`src/rtl/mul_seq_radix4_if.sv`:
```
// Operand and product handshake bundle for mul_seq_radix4.
// The master side produces operands and consumes products; the slave side is the multiplier.
interface mul_seq_radix4_if #(
    parameter int WIDTH = 8
);
    logic                 in_valid;
    logic                 in_ready;
    logic [WIDTH-1:0]     a;
    logic [WIDTH-1:0]     b;
    logic                 is_signed;
    logic                 out_valid;
    logic                 out_ready;
    logic [2*WIDTH-1:0]   out;

    modport master (
        output in_valid, a, b, is_signed, out_ready,
        input  in_ready, out_valid, out
    );

    modport slave (
        input  in_valid, a, b, is_signed, out_ready,
        output in_ready, out_valid, out
    );
endinterface

```
`src/rtl/mul_seq_radix4.sv`:
```
// Iterative WIDTHxWIDTH radix-4 multiplier, one 2-bit multiplier digit per cycle, LSB digit first.
// Signed mode weights the top digit negatively, so two's-complement products come out exact.
module mul_seq_radix4 #(
    parameter int WIDTH = 8
) (
    input  logic             clk,
    input  logic             rst,
    mul_seq_radix4_if.slave  bus
);
    localparam int PW    = 2 * WIDTH;
    localparam int NDIG  = WIDTH / 2;
    localparam int CNT_W = (NDIG > 1) ? $clog2(NDIG) : 1;
    localparam logic [CNT_W-1:0] LAST_K = CNT_W'(NDIG - 1);

    if ((WIDTH % 2) != 0 || WIDTH < 2) begin : g_bad_width
        $error("mul_seq_radix4: WIDTH must be even and >= 2");
    end

    typedef enum logic [1:0] {
        S_IDLE,
        S_BUSY,
        S_DONE
    } state_t;

    state_t            r_state;
    state_t            w_next;
    logic [PW-1:0]     r_mcand;
    logic [WIDTH-1:0]  r_mplier;
    logic              r_signed;
    logic [CNT_W-1:0]  r_cnt;
    logic [PW-1:0]     r_acc;
    logic [PW-1:0]     r_out;

    logic              w_in_ready;
    logic              w_out_valid;
    logic              w_accept;
    logic              w_last;
    logic [PW-1:0]     w_pp;
    logic [PW-1:0]     w_acc_next;

    // NOTE: sequential state uses non-blocking assignments so every flop samples pre-edge values.
    always_ff @(posedge clk) begin
        if (rst) begin
            r_state <= S_IDLE;
        end else begin
            r_state <= w_next;
        end
    end

    // NOTE: every always_comb output gets a default first, otherwise an untaken branch infers a latch.
    always_comb begin
        w_next = r_state;
        case (r_state)
            S_IDLE:  if (bus.in_valid)  w_next = S_BUSY;
            S_BUSY:  if (w_last)        w_next = S_DONE;
            S_DONE:  if (bus.out_ready) w_next = S_IDLE;
            default:                    w_next = S_IDLE;
        endcase
    end

    always_comb begin
        w_in_ready  = 1'b0;
        w_out_valid = 1'b0;
        case (r_state)
            S_IDLE:  w_in_ready  = !rst;
            S_DONE:  w_out_valid = 1'b1;
            default: ;
        endcase
    end

    assign w_accept = w_in_ready && bus.in_valid;
    assign w_last   = (r_cnt == LAST_K);

    // Digit weight is b0 + 2*b1, except the top signed digit where the 2*b1 term is negative.
    always_comb begin
        w_pp = '0;
        if (r_mplier[0]) begin
            w_pp = r_mcand;
        end
        if (r_mplier[1]) begin
            if (r_signed && w_last) begin
                w_pp = w_pp - (r_mcand << 1);
            end else begin
                w_pp = w_pp + (r_mcand << 1);
            end
        end
    end

    assign w_acc_next = r_acc + w_pp;

    always_ff @(posedge clk) begin
        if (rst) begin
            r_mcand  <= '0;
            r_mplier <= '0;
            r_signed <= 1'b0;
            r_cnt    <= '0;
            r_acc    <= '0;
            r_out    <= '0;
        end else if (w_accept) begin
            r_mcand  <= {{WIDTH{bus.is_signed & bus.a[WIDTH-1]}}, bus.a};
            r_mplier <= bus.b;
            r_signed <= bus.is_signed;
            r_cnt    <= '0;
            r_acc    <= '0;
        end else if (r_state == S_BUSY) begin
            // Multiplicand pre-shifted by two each digit instead of a variable shift by 2k.
            r_mcand  <= r_mcand << 2;
            r_mplier <= r_mplier >> 2;
            r_cnt    <= r_cnt + CNT_W'(1);
            r_acc    <= w_acc_next;
            if (w_last) begin
                r_out <= w_acc_next;
            end
        end
    end

    assign bus.in_ready  = w_in_ready;
    assign bus.out_valid = w_out_valid;
    assign bus.out       = r_out;
endmodule
```
`src/flat_wrapper.sv`:
```
// flat-port wrapper written by rule: the top's interface ports become plain ports
module mul_seq_radix4_flat 
#(
    parameter int WIDTH = 8
)
  (clk, rst, bus_in_valid, bus_a, bus_b, bus_is_signed, bus_out_ready, bus_in_ready, bus_out_valid, bus_out);
  mul_seq_radix4_if #(.WIDTH(WIDTH)) bus_i ();
  input  logic clk;
  input  logic rst;
  input wire logic [$bits(bus_i.in_valid)-1:0] bus_in_valid;
  input wire logic [$bits(bus_i.a)-1:0] bus_a;
  input wire logic [$bits(bus_i.b)-1:0] bus_b;
  input wire logic [$bits(bus_i.is_signed)-1:0] bus_is_signed;
  input wire logic [$bits(bus_i.out_ready)-1:0] bus_out_ready;
  output wire logic [$bits(bus_i.in_ready)-1:0] bus_in_ready;
  output wire logic [$bits(bus_i.out_valid)-1:0] bus_out_valid;
  output wire logic [$bits(bus_i.out)-1:0] bus_out;
  assign bus_i.in_valid = bus_in_valid;
  assign bus_i.a = bus_a;
  assign bus_i.b = bus_b;
  assign bus_i.is_signed = bus_is_signed;
  assign bus_i.out_ready = bus_out_ready;
  assign bus_in_ready = bus_i.in_ready;
  assign bus_out_valid = bus_i.out_valid;
  assign bus_out = bus_i.out;
  mul_seq_radix4 #(.WIDTH(WIDTH)) u_core (.clk(clk), .rst(rst), .bus(bus_i));
endmodule
```
`config.mk`:
```
export PLATFORM = sky130hd
export DESIGN_NAME = mul_seq_radix4_flat
export DESIGN_NICKNAME = d
export VERILOG_FILES = /design/src/rtl/mul_seq_radix4_if.sv /design/src/rtl/mul_seq_radix4.sv /design/src/flat_wrapper.sv
export SDC_FILE = /design/constraint.sdc
export NUM_CORES = 1
export LEC_CHECK = 0
export ABC_CLOCK_PERIOD_IN_PS = 4900
export CAP_MARGIN = 20
export CORE_MARGIN = 3
export CORE_UTILIZATION = 55
export DETAILED_ROUTE_END_ITERATION = 7
export HOLD_SLACK_MARGIN = 0.12
export PLACE_DENSITY = 0.77
export SLEW_MARGIN = 10
export SYNTH_ARGS = -nofsm -noshare
export SYNTH_HDL_FRONTEND = slang
export SYNTH_SLANG_ARGS = --single-unit
```
`constraint.sdc`:
```
create_clock -name clk -period 4.9 [get_ports clk]
set_input_delay 0.98 -clock clk [delete_from_list [all_inputs] [get_ports clk]]
set_output_delay 0.98 -clock clk [all_outputs]
set_load 0.05 [all_outputs]
```
==> results by group <==
Run status
  – Outcome: finished clean

Global routing
  – Top Usage Layer GRT: met2
  – GRT Overall Usage: 25.54%
  – Met2 Use GR: 41.93%
  – Overflow after GRT: 0
  – Largest net degree at the start of global routing: 50
  – Initial antenna violation count: 0
  – Met1 usage: 33.09%
  – GRT met3 Usage: 3.766%
  – Vias in the first global route: 3,891
  – First-pass GRT wire length: 18.00 mm

Synth
  – Seq cells post-synth: 61
  – Area leader, netlist: dfxtp_1
  – Synth unique cells: 59
  – Mean Syn Cell Area: 7.721 sq um
  – Ys async rst share: 0%
  – Gate Count Post-Synth: 551
  – Synth top area share: 28.71%
  – Synth Cell Area: 4254 sq um
  – Synth area leaders: dfxtp_1 29%, ha_1 9.7%, nand2_1 8.0%, a21oi_1 7.2%, xnor2_1 4.5%
  – Sequential share of the synthesized area: 28.71%
  – Synthesis Warnings: 0
  – Syn_nets: 607
  – Post-synth EDFFs: 0
  – Synth Flop Type: dfxtp_1

Timing
  – Relative slew slack: 47.50%
  – Setup TNS: 0 ns
  – Final setup violating endpoints: 0
  – Worst slew pin tran: 0.7871 ns
  – Minimum clock period: 4.657 ns
  – Hold Slack: 0.4550 ns
  – Fin. Hold Viols: 0
  – Max Fclk: 214.7 MHz
  – Worst Skew: 0.01322 ns
  – Final period util: 95.04%
  – Max Slew Vio Count: 0

Clock network
  – Worst-skew pair later-pin latency: 0.35 ns
  – Reg clk slew, reported paths: 0.08 ns
  – CTS HTree Levels: 3
  – TritonCTS clock tree: done
  – CTS root buf: clkbuf_8
  – Max Buffers Root-to-Sink: 2
  – CTS Sinks: 61
  – Num CTS Buffers: 9
  – CTS Hold Bufs: 0

Drt
  – WL/cell: 15.74 um
  – DRC: 0
  – Antenna Violating Nets Remaining: 0
  – Final WL: 10.84 mm
  – Initial DRC Count: 284
  – Vias: 4,123
  – Pre-antenna DRT Iters: 5
  – Via density: 5.984

Finish
  – Final Core Density: 68.17%
  – Final instance count without filler cells: 689
  – Fraction of layout cells with a size suffix above 1: 9.492%
  – Area of all placed cells without fillers: 5024 sq um
  – # nets final: 641
  – Fillers: 605
  – Area growth, synth to finish: 18.09%
  – N_diodes: 0

Place
  – Placed wire-length estimate after detailed placement: 7.458 mm
  – Port buffer count: 38
  – Routability congestion estimate: 0.9360
  – Dpl cells: 672
  – Placement Cell Area: 4730 sq um

Critical path
  – CP required: 5.14 ns
  – Startpoint Class: flip-flop
  – Top fanout value on the critical path: 6
  – CP endpoint kind: flip-flop
  – WS Path Type: reg -> reg
  – Arr. time, crit path: 4.90 ns

Floorplanning
  – Die width: 93.95 um
  – Io pins: 39
  – Core region area: 7370 sq um
  – Die H: 93.95 um
  – Starting Density: 57.72%
  – Row count: 31
  – Die area: 8826 sq um

Pwr
  – Maximum VDD drop: 0.2212 mV
  – Power Density: 304.6 nW/um^2
  – Leakage power: 2.022 nW

Min path
  – Class of the worst hold path: reg -> reg

Run
  – Max Cap Viol: 0
## layer usage
layer  vias to the layer above  part of all wire (%)
met5                         -                     0
met4                         0                   2.4
met3                        25                   5.3
met2                       127                    48
met1                      1918                    44
li1                       2053                     -
## power breakdown
group / total [W] / internal [W] / leakage, nW / switching [W]
logic: 0.000454 / 0.000195 / 1.41 / 0.000259
registers: 0.000553 / 0.000522 / 0.497 / 0.0000313
clock network: 0.000523 / 0.000313 / 0.116 / 0.000210
total: 0.00153 / 0.00103 / 2.02 / 0.000501
## logic make-up (layout without fill, tap and decap cells)
kind of cell	Yosys count	in the layout	share of synthesized area [%]
adders and majority gates	35	35	10.65
xor gates and xnor gates	33	33	6.794
and+or+nand+nor	225	225	24.71
buffers and inverters	37	76	3.441
AOI/OAI and AO/OA	147	147	22.18
muxes	13	13	3.529
DFF	61	61	28.71
## synth_stat cells, types with 2 or more instances
| master | count |
|---|---|
| nand2_1 | 91 |
| a211o_1 | 2 |
| o41ai_1 | 4 |
| clkbuf_1 | 19 |
| nor2_1 | 46 |
| o211ai_1 | 4 |
| mux2_2 | 6 |
| a211oi_1 | 7 |
| a21oi_1 | 61 |
| and2_1 | 18 |
| nand2b_1 | 5 |
| fa_1 | 2 |
| buf_1 | 7 |
| inv_1 | 8 |
| o21bai_1 | 3 |
| nor3_1 | 20 |
| a21o_1 | 8 |
| nand3_1 | 15 |
| nand4_1 | 2 |
| nor4_1 | 5 |
| a22oi_1 | 5 |
| dfxtp_1 | 61 |
| and4_1 | 3 |
| o31ai_1 | 4 |
| ha_1 | 33 |
| a31o_2 | 2 |
| nor2b_1 | 3 |
| mux2i_1 | 6 |
| xor2_1 | 11 |
| xnor2_1 | 22 |
| or3_1 | 3 |
| a31oi_1 | 7 |
| o21a_1 | 5 |
| or4_1 | 2 |
| clkinv_1 | 2 |
| a311o_1 | 2 |
| and3_1 | 2 |
| o21ai_0 | 17 |
| a311oi_1 | 8 |
## timing repair
item,in CTS,in global routing
resized for setup,0,17
buffers inserted,0,1
setup endpoints to repair,0,2
## stage by stage
stage	power, W	worst slack, ns
6_report	0.001530	0.2429
5_1_grt	0.001609	-0.02103
4_1_cts	0.001523	0.04258
3_5_place_dp	0.0009978	0.08180
3_3_place_gp	0.0009832	0.2443
2_1_floorplan	0.0008901	0.3901
## final timing paths
| kind | startpoint | end | cells past startpoint | slack [ns] |
|---|---|---|---|---|
| max reg2reg | u_core.r_mcand[1] | u_core.bus.out[15] | 19 | 0.24 |
| min reg2reg | u_core.bus.out[11] | u_core.bus.out[11] | 2 | 0.46 |
| min | u_core.bus.out[11] | u_core.bus.out[11] | 2 | 0.46 |
| max | u_core.r_mcand[1] | u_core.bus.out[15] | 19 | 0.24 |
## sequential cells by signal (all words and copies together), names as in the netlist
register,cells
u_core.bus.out,16
u_core.r_acc,16
u_core.r_cnt,2
u_core.r_mcand,16
u_core.r_mplier,8
u_core.r_signed,1
u_core.r_state,2
## layout make-up
class,count,area (sq um),area share (%)
Clock inverter,4,70.07,1.395
Inverter,10,37.54,0.7472
Tap cell,99,123.9,2.466
Multi-Input combinational cell,453,2948,58.68
Timing Repair Buffer,50,465.4,9.265
Sequential cell,61,1224,24.36
Clock buffer,12,155.1,3.088
## worst max-delay path: stages (launching register included)
cell and delay [ns]:
dfxtp_2 0.36, inv_1 0.08, ha_1 0.18, or4b_4 0.52
o21ai_0 0.22, xor2_1 0.18, ha_1 0.30, and4_1 0.25
nand2_1 0.07, a21oi_1 0.06, o21a_1 0.20, or3_1 0.30
a31o_2 0.25, ha_1 0.28, a21oi_1 0.18, nor2_1 0.07
a211o_1 0.31, a22oi_2 0.29, a2111oi_2 0.12, a311o_1 0.34
## placed cells by master, fill, tap and decap left out, types with 3 or more instances in the layout
| cell type | count |
|---|---|
| clkdlybuf4s50_1 | 37 |
| buf_4 | 12 |
| nor3_1 | 19 |
| a311oi_1 | 8 |
| o41ai_1 | 3 |
| o31ai_1 | 4 |
| or3_1 | 3 |
| ha_1 | 31 |
| o21ai_0 | 15 |
| a22oi_1 | 4 |
| clkbuf_8 | 11 |
| and2_1 | 18 |
| xor2_1 | 11 |
| nor4_1 | 4 |
| o211ai_1 | 4 |
| xnor2_1 | 22 |
| inv_1 | 8 |
| o21bai_1 | 3 |
| dfxtp_1 | 59 |
| mux2_2 | 6 |
| a211oi_1 | 6 |
| a21oi_1 | 61 |
| and4_1 | 3 |
| nand2b_1 | 5 |
| a31oi_1 | 6 |
| nand2_1 | 91 |
| a21o_1 | 8 |
| mux2i_1 | 4 |
| o21a_1 | 5 |
| nor2_1 | 45 |
| nand3_1 | 15 |
No activity file was read; power rests on OpenSTA's default activity.
